`config.mk`:
```
export PLATFORM = sky130hd
export DESIGN_NAME = mem_port_arbiter
export DESIGN_NICKNAME = d
export VERILOG_FILES = /design/src/rtl/mem_port_arbiter.sv
export SDC_FILE = /design/constraint.sdc
export NUM_CORES = 1
export LEC_CHECK = 0
export CORE_AREA = 2 2 97 99
export DETAILED_ROUTE_END_ITERATION = 10
export DIE_AREA = 0 0 99 101
export PLACE_DENSITY = 0.83
export SLEW_MARGIN = 20
export SYNTH_ARGS = -nofsm -noshare
export SYNTH_HDL_FRONTEND = slang
export SYNTH_SLANG_ARGS = --single-unit
```
`constraint.sdc`:
```
create_clock -name clk -period 2.2 [get_ports clk]
set_input_delay 0.44 -clock clk [delete_from_list [all_inputs] [get_ports clk]]
set_output_delay 0.44 -clock clk [all_outputs]
set_load 0.01 [all_outputs]
```
`src/rtl/mem_port_arbiter.sv`:
```
// mem_port_arbiter
//   Shares one single-port RAM between the pipeline MEM stage (port 0) and the
//   loader/dump engine (port 1). Port 0 has fixed priority. A port that is
//   granted with its lock input high becomes the burst owner and keeps the RAM
//   for up to MAX_BURST consecutive grants. After that it must re-arbitrate for
//   one cycle. Grants are combinational. Read data is registered, so it arrives
//   one cycle after the granted read.
//
//   Optional feature: define ARB_STARVE_GUARD_EN to add a starvation guard.
//   When port 1 has been denied MAX_WAIT consecutive cycles, it is forced
//   through, even over a locked port-0 burst.
//
// Ports
//   clk, clear                      clock, async active-low reset
//   p0_req/wr/lock, p0_addr/wdata   pipeline request
//   p1_req/wr/lock, p1_addr/wdata   loader request
//   p0_gnt, p1_gnt, p0_stall        combinational grant / pipeline stall
//   rdata, p0_rvalid, p1_rvalid     registered read return
//   mem_wr, mem_rd, mem_addr,
//   mem_wdata, mem_rdata            RAM interface (mem_rdata is combinational)
module mem_port_arbiter #(
    parameter int DATA_W    = 32,
    parameter int ADDR_W    = 24,
    parameter int MAX_WAIT  = 4,
    parameter int MAX_BURST = 8
) (
    input  logic              clk,
    input  logic              clear,
    input  logic              p0_req,
    input  logic              p0_wr,
    input  logic              p0_lock,
    input  logic [ADDR_W-1:0] p0_addr,
    input  logic [DATA_W-1:0] p0_wdata,
    input  logic              p1_req,
    input  logic              p1_wr,
    input  logic              p1_lock,
    input  logic [ADDR_W-1:0] p1_addr,
    input  logic [DATA_W-1:0] p1_wdata,
    output logic              p0_gnt,
    output logic              p1_gnt,
    output logic              p0_stall,
    output logic [DATA_W-1:0] rdata,
    output logic              p0_rvalid,
    output logic              p1_rvalid,
    output logic              mem_wr,
    output logic              mem_rd,
    output logic [ADDR_W-1:0] mem_addr,
    output logic [DATA_W-1:0] mem_wdata,
    input  logic [DATA_W-1:0] mem_rdata
);

    // The 4-bit counters only cover limits in the range 1..15.
    if (MAX_WAIT < 1 || MAX_WAIT > 15 || MAX_BURST < 1 || MAX_BURST > 15) begin : g_param_check
        $error("mem_port_arbiter: MAX_WAIT and MAX_BURST must be in 1..15");
    end

    localparam logic [3:0] MAX_BURST_C = 4'(MAX_BURST);

    typedef enum logic [1:0] {IDLE, OWN0, OWN1} state_t;

    state_t     state;
    logic [3:0] burst_cnt;
    logic       force1;
    logic       keep0, keep1;
    logic       g0, g1;
    logic       gnt_locked;
    logic [3:0] cnt_next;

`ifdef ARB_STARVE_GUARD_EN
    localparam logic [3:0] MAX_WAIT_C = 4'(MAX_WAIT);
    logic [3:0] wait_cnt;

    // Counts consecutive cycles in which port 1 asks but is refused.
    always_ff @(posedge clk or negedge clear) begin
        if (!clear)
            wait_cnt <= '0;
        else if (p1_req && !g1)
            wait_cnt <= wait_cnt + 4'd1;
        else
            wait_cnt <= '0;
    end

    assign force1 = p1_req && (wait_cnt == MAX_WAIT_C);
`else
    assign force1 = 1'b0;
`endif

    // Priority: starvation override > locked owner > fixed p0-over-p1.
    // Reset gates everything so the RAM sees no access while clear is low.
    always_comb begin
        keep0 = (state == OWN0) && p0_req && p0_lock && (burst_cnt < MAX_BURST_C);
        keep1 = (state == OWN1) && p1_req && p1_lock && (burst_cnt < MAX_BURST_C);
        g0 = 1'b0;
        g1 = 1'b0;
        if (clear) begin
            if (force1)      g1 = 1'b1;
            else if (keep0)  g0 = 1'b1;
            else if (keep1)  g1 = 1'b1;
            else if (p0_req) g0 = 1'b1;
            else if (p1_req) g1 = 1'b1;
        end
    end

    assign p0_gnt   = g0;
    assign p1_gnt   = g1;
    assign p0_stall = clear && p0_req && !g0;

    always_comb begin
        mem_wr    = (g0 && p0_wr) || (g1 && p1_wr);
        mem_rd    = (g0 && !p0_wr) || (g1 && !p1_wr);
        mem_addr  = g0 ? p0_addr  : (g1 ? p1_addr  : '0);
        mem_wdata = g0 ? p0_wdata : (g1 ? p1_wdata : '0);
    end

    // A locked grant that continues the current owner extends the burst.
    // Any other locked grant starts a new burst at 1.
    assign gnt_locked = (g0 && p0_lock) || (g1 && p1_lock);
    assign cnt_next   = ((g0 && state == OWN0) || (g1 && state == OWN1)) ?
                        burst_cnt + 4'd1 : 4'd1;

    always_ff @(posedge clk or negedge clear) begin
        if (!clear) begin
            state     <= IDLE;
            burst_cnt <= '0;
            rdata     <= '0;
            p0_rvalid <= 1'b0;
            p1_rvalid <= 1'b0;
        end else begin
            p0_rvalid <= g0 && !p0_wr;
            p1_rvalid <= g1 && !p1_wr;
            if (mem_rd)
                rdata <= mem_rdata;
            // A full burst drops ownership, so the next cycle re-arbitrates as IDLE.
            if (gnt_locked && cnt_next != MAX_BURST_C) begin
                state     <= g0 ? OWN0 : OWN1;
                burst_cnt <= cnt_next;
            end else begin
                state     <= IDLE;
                burst_cnt <= '0;
            end
        end
    end

endmodule

```
### Yosys cells after proc, flatten, opt, wreduce, memory -nomap -nowiden

Cells that the tools add are included.

* add/sub/neg operators: 1
* order comparisons: 1
* eq/ne operators: 3
* muxes and demuxes: 17
* reduce and logical (&&, ||, !) cells: 24

Operators with widths (number)
* $mux W32: 2
* $mux W24: 2
* $logic_and A1 B1 Y1: 17
* $mux W1: 9
* $mux W4: 2
* $add A4 B1 Y4 const B: 1
* $logic_or A1 B1 Y1: 4
* $lt A4 B4 Y1 const B: 1
* $mux W2: 2
* $ne A4 B4 Y1 const B: 1
* $logic_not A1 Y1: 3
* $eq A2 B1 Y1 const B: 1
* $eq A2 B2 Y1 const B: 1

* flip-flop bits (word level): 40
* bits of input ports: 152
* output and inout bits: 95

### Longest topological paths before layout

* depth in word-level cells: 13
* mapped depth: 7
* mapped depth without buffers: 5

### Worst setup path before layout

No wires, ideal clock.

* path kind: in2out
* start point: in clear
* end point: out mem_wdata[13]
* data arrival time: 1842 ps
* data required time: 1760 ps
* setup slack: -82 ps
* cell stages on the path: 7
* path buffers: 4
* cells stage by stage: clkbuf_1 > nand2_1 > o21ba_1 > buf_2 > buf_2 > clkbuf_1 > a22o_1

* cells in the longest elaborated chain, start to end: 3
* elaborated cells on any way between the ends: 4

Ends and longest elaborated chain
* start, declared: RTL line 28 `input logic clear,`
* $mux W1: RTL line 95 `if (clear) begin`
* $mux W32: RTL line 112 `mem_wdata = g0 ? p0_wdata : (g1 ? p1_wdata : '0);`
* $mux W32 (*): RTL line 112
* end, declared: RTL line 48 `output logic [DATA_W-1:0] mem_wdata,`

Every way passes the cells marked *; elsewhere a longest branch is shown, timed or not.

### Worst setup path after layout

* start point: reg state[0]
* end point: out mem_addr[20]

* cells in the longest elaborated chain, start to end: 9
* elaborated cells on any way between the ends: 16

Ends and longest elaborated chain
* start, declared: RTL line 61 `state_t state;`
* start signal, assigned: RTL line 135 `state <= g0 ? OWN0 : OWN1;`
* $eq A2 B2 Y1: RTL line 92 `keep1 = (state == OWN1) && p1_req && p1_lock && (burst_cnt < MAX_BURST_C);`
* $logic_and A1 B1 Y1 (3 in a row): RTL line 92
* $mux W1: RTL line 98 `else if (keep1) g1 = 1'b1;`
* $mux W1: RTL line 97 `else if (keep0) g0 = 1'b1;`
* $mux W1: RTL line 95
* $mux W24: RTL line 111 `mem_addr = g0 ? p0_addr : (g1 ? p1_addr : '0);`
* $mux W24 (*): RTL line 111
* end, declared: RTL line 47 `output logic [ADDR_W-1:0] mem_addr,`

Marked as above.

==> qor.log <==
INFO  outcome        outcome=complete, but fails checks
INFO  outcome        failing_checks=setup timing
INFO  die            floorplan.initialDensity=25.3%
INFO  place          dpl_hpwl=8170um
INFO  setup_path     cpLargestDelayFamily=compound AO/OA/AOI/OAI gates
INFO  clock_network  ctsLongestPathBuffers=2
INFO  setup_path     crit_fanout=6
INFO  timing         finClkSkew=6.51ps
INFO  final_layout   nFillCells=750
INFO  clock_network  cts_num_sinks=40
INFO  power_and_ir_drop p_int=2.12mW
INFO  clock_network  clock_insertion_delay_worst_skew=290ps
INFO  setup_path     required=1760ps
INFO  setup_path     worst_path_cell_trace=or3b_4 -> buf_4 -> o21ba_4 -> buf_12 -> a22o_1 -> buf_2
INFO  power_and_ir_drop total_leakage_power=2.52nW
INFO  route          detailroute.via_count=2850
INFO  clock_network  cts-hold-fix-buffers=0
INFO  timing         finalSetupTns=-18960ps
INFO  global_route   grt_first_pass_wirelength=16200um
INFO  global_route   antenna_found_initial=1
INFO  power_and_ir_drop total_switching_power=0.738mW
INFO  setup_path     cp-start-kind=flop
INFO  timing         timing.final.setup_violations=91
INFO  timing         post-route-min-period=2460ps
INFO  route          dr.first_iter.drc_count=79
INFO  global_route   grt.total_usage=20.8%
INFO  clock_network  htree_levels=2
INFO  route          ant_nets=0
INFO  power_and_ir_drop switching_fraction=25.8%
INFO  power_and_ir_drop pwr-share-clk=24.5%
INFO  global_route   number_of_global_route_vias_before_repair=2851
INFO  final_layout   layout-drive-gt1-share=31.6%
INFO  yosys          post_synth_mux_area_share=15.9%
INFO  timing         timing.final.hold_violations=0
INFO  global_route   grt_max_degree=36
INFO  clock_network  cell_chosen_for_the_clock_root=clkbuf_8
INFO  yosys          post_synth_main_area_contributors=dfrtp_1 (44%), a22o_1 (22%), mux2_1 (14%)
INFO  power_and_ir_drop seqPwrFrac=32.6%
INFO  final_layout   postLayoutCellArea=5400um2
INFO  timing         final.setup.worst_slack=-260ps
INFO  place          placement.io_buffers=246
INFO  power_and_ir_drop power_frac_comb=42.9%
INFO  setup_path     worst_stage_delay_on_the_critical_path=430ps
INFO  yosys          synth_nets=347
INFO  yosys          synth_adder_area_share=0.552%
INFO  route          route.final.wire_length=11800um
INFO  timing         tightest_slew=437ps
INFO  setup_path     worst-setup-path-type=flop to output pin
INFO  final_layout   nets=621
INFO  die            design.portCount=247
INFO  yosys          synth.largest_area_cell=dfrtp_1
INFO  yosys          synth.lib_cells_used.distinct=31
INFO  setup_path     critical_path.endpoint_type=output pin
INFO  yosys          synthesis.instances=194
INFO  die            fp.dieArea=10000um2
INFO  route          drt_first_pass_iters=4
INFO  place          dpl_cell_area=4930um2
INFO  yosys          synth-xor-area-share=0.386%
INFO  timing         slew_headroom=70.9%
INFO  timing         final-max-slew-violation-count=0
INFO  setup_path     cpMaxStageDelayCell=or3b_4
INFO  die            floorplan.die.height=101um
INFO  yosys          ys_seq_elements=40
INFO  timing         layout_worst_path_cycle_share=112%
INFO  die            horiz_die_dim=99um
INFO  setup_path     crit_arrival=2020ps
INFO  setup_path     critical_path.n_buffers_inverters=3
INFO  yosys          synth_compound_area_share=28.0%
INFO  yosys          yosysTopAreaCellShare=44.1%
INFO  route          post_drt_via_cell_ratio=4.92
INFO  global_route   grt.overflow.total=0
INFO  route          drt_drc_violations_left=0
INFO  route          drt-wirelength-per-cell=20.4um
INFO  final_layout   final_core_utilization=60.2%
INFO  timing         max_freq=0.407GHz
INFO  yosys          syn-mean-instance-area=11.7um2
INFO  die            coreArea=8980um2
INFO  die            floorplan.rows=35
INFO  place          finalWeightedCongestion=0.788
INFO  timing         rsz0062_at_grt=true
INFO  final_layout   total_inserted_antenna_cells=0
INFO  power_and_ir_drop ir_drop=0.267mV
INFO  yosys          yosysWarningCount=0
INFO  yosys          syn-cell-area=2270um2
INFO  power_and_ir_drop power_density=530nW/um2
INFO  yosys          largest_family_of_logic_cells_by_synthesized_area=compound AO/OA/AOI/OAI gates
INFO  clock_network  tritoncts_clock_tree=yes
INFO  yosys          synth_simple_gate_area_share=5.30%
INFO  final_layout   area_growth_syn_to_layout=138%
INFO  run            timing.max_cap.violations=0
INFO  yosys          synth_seq_area_share=44.1%
INFO  clock_network  numCtsBuffers=5
INFO  min_path       min-delay-path-class=input port to async pin
INFO  clock_network  clkTransAtPathRegs=80ps
[cell usage after synthesis]
cell type,count
a211oi_1,2
a21o_1,1
a21oi_1,3
a22o_1,57
a31oi_1,1
a32o_1,1
a32oi_4,1
and2_1,1
and3_1,1
and4b_1,2
buf_2,8
buf_6,3
clkbuf_1,8
dfrtp_1,40
ha_1,1
inv_1,7
mux2_1,29
mux2_2,3
nand2_1,4
nand2b_1,1
nand3b_1,2
nor2_1,6
nor3_1,2
nor3b_1,1
o21ai_0,3
o21ba_1,1
o221ai_1,1
o22ai_2,1
o311ai_0,1
or3b_4,1
xnor2_1,1
[cell families (layout without fill, tap and decap cells)]
family,Yosys count,after routing
fa+ha+maj,1,1
simple gates,21,21
xor+xnor,1,1
flops,40,40
compound gates,73,74
buf+inv,26,299
mux,32,32
[metrics by stage]
step / power [mW] / hold slack, ps / std cells / setup WS, ps
floorplan: 1.26 / 144 / 194 / 18.5
global placement: 1.98 / 476 / 549 / -580
detailed placement: 2.01 / 480 / 549 / -619
CTS: 2.84 / 180 / 565 / -324
global route: 3.01 / 177 / 579 / -325
finish: 2.86 / 182 / 579 / -260
[worst reg2reg max path, stage by stage, from the launching register on]
cell	delay, ps
dfrtp_1	390
or3b_4	430
buf_4	160
o21ba_4	230
buf_12	150
a32oi_4	190
buf_4	260
buf_16	170
mux2_1	330
[final timing paths]
path / start / cells past startpoint / to / slack (ps)
worst max-delay path: state[0] / 6 / mem_addr[20] / -260
worst min-delay path: clear / 3 / p0_rvalid / 180
worst max register to register: state[0] / 8 / rdata[31] / -220
worst min register to register: rdata[3] / 1 / rdata[3] / 510
max in group asynchronous: clear / 4 / rdata[19] / 1360
min in group clk: rdata[3] / 1 / rdata[3] / 510
[layer usage]
layer	global-route usage (%)	wire (um)	vias up
met2	36.1	6070	139
li1	-	-	1301
met1	25.5	4690	1392
met3	5.76	891	18
met5	0	0	-
met4	5.27	176	0
[sequential cells by signal, summed over array words and instances, names as in the netlist]
register	count
p0_rvalid	1
rdata	32
burst_cnt	4
state	2
p1_rvalid	1
[timing repair]
item / in CTS / in global routing
gates cloned: 6 / 11
setup buffers: 3 / 4
endpoints found under the setup margin: 93 / 92
pin swaps: 7 / 18
gates resized for setup: 274 / 28
[layout make-up]
class                      count  area (um2)  share of cell area, %
timing repair buffer         285        2820                   52.1
multi-input combinational    129        1290                   23.9
sequential                    40        1000                   18.5
tap                          111         139                   2.57
clock buffer                   5        68.8                   1.27
clock inverter                 2        60.1                   1.11
inverter                       7        26.3                  0.486
[cells in the final DEF, fill, tap and decap left out, types with 7 or more instances in the layout]
cell             count
clkdlybuf4s50_1    183
buf_6                7
mux2_4              31
buf_2               58
dfrtp_1             40
buf_4               16
clkbuf_16            8
a22o_1              57
[power by group through the flow]
stage          Clock, mW  Combinational, mW  Sequential [mW]
4_1_cts            0.719               1.19            0.930
3_5_place_dp           0               1.07            0.939
2_1_floorplan          0              0.269            0.996
5_1_grt            0.763               1.29            0.950
6_report           0.701               1.23            0.933
3_3_place_gp           0               1.05            0.929
Power figures use the tool's default switching activity.
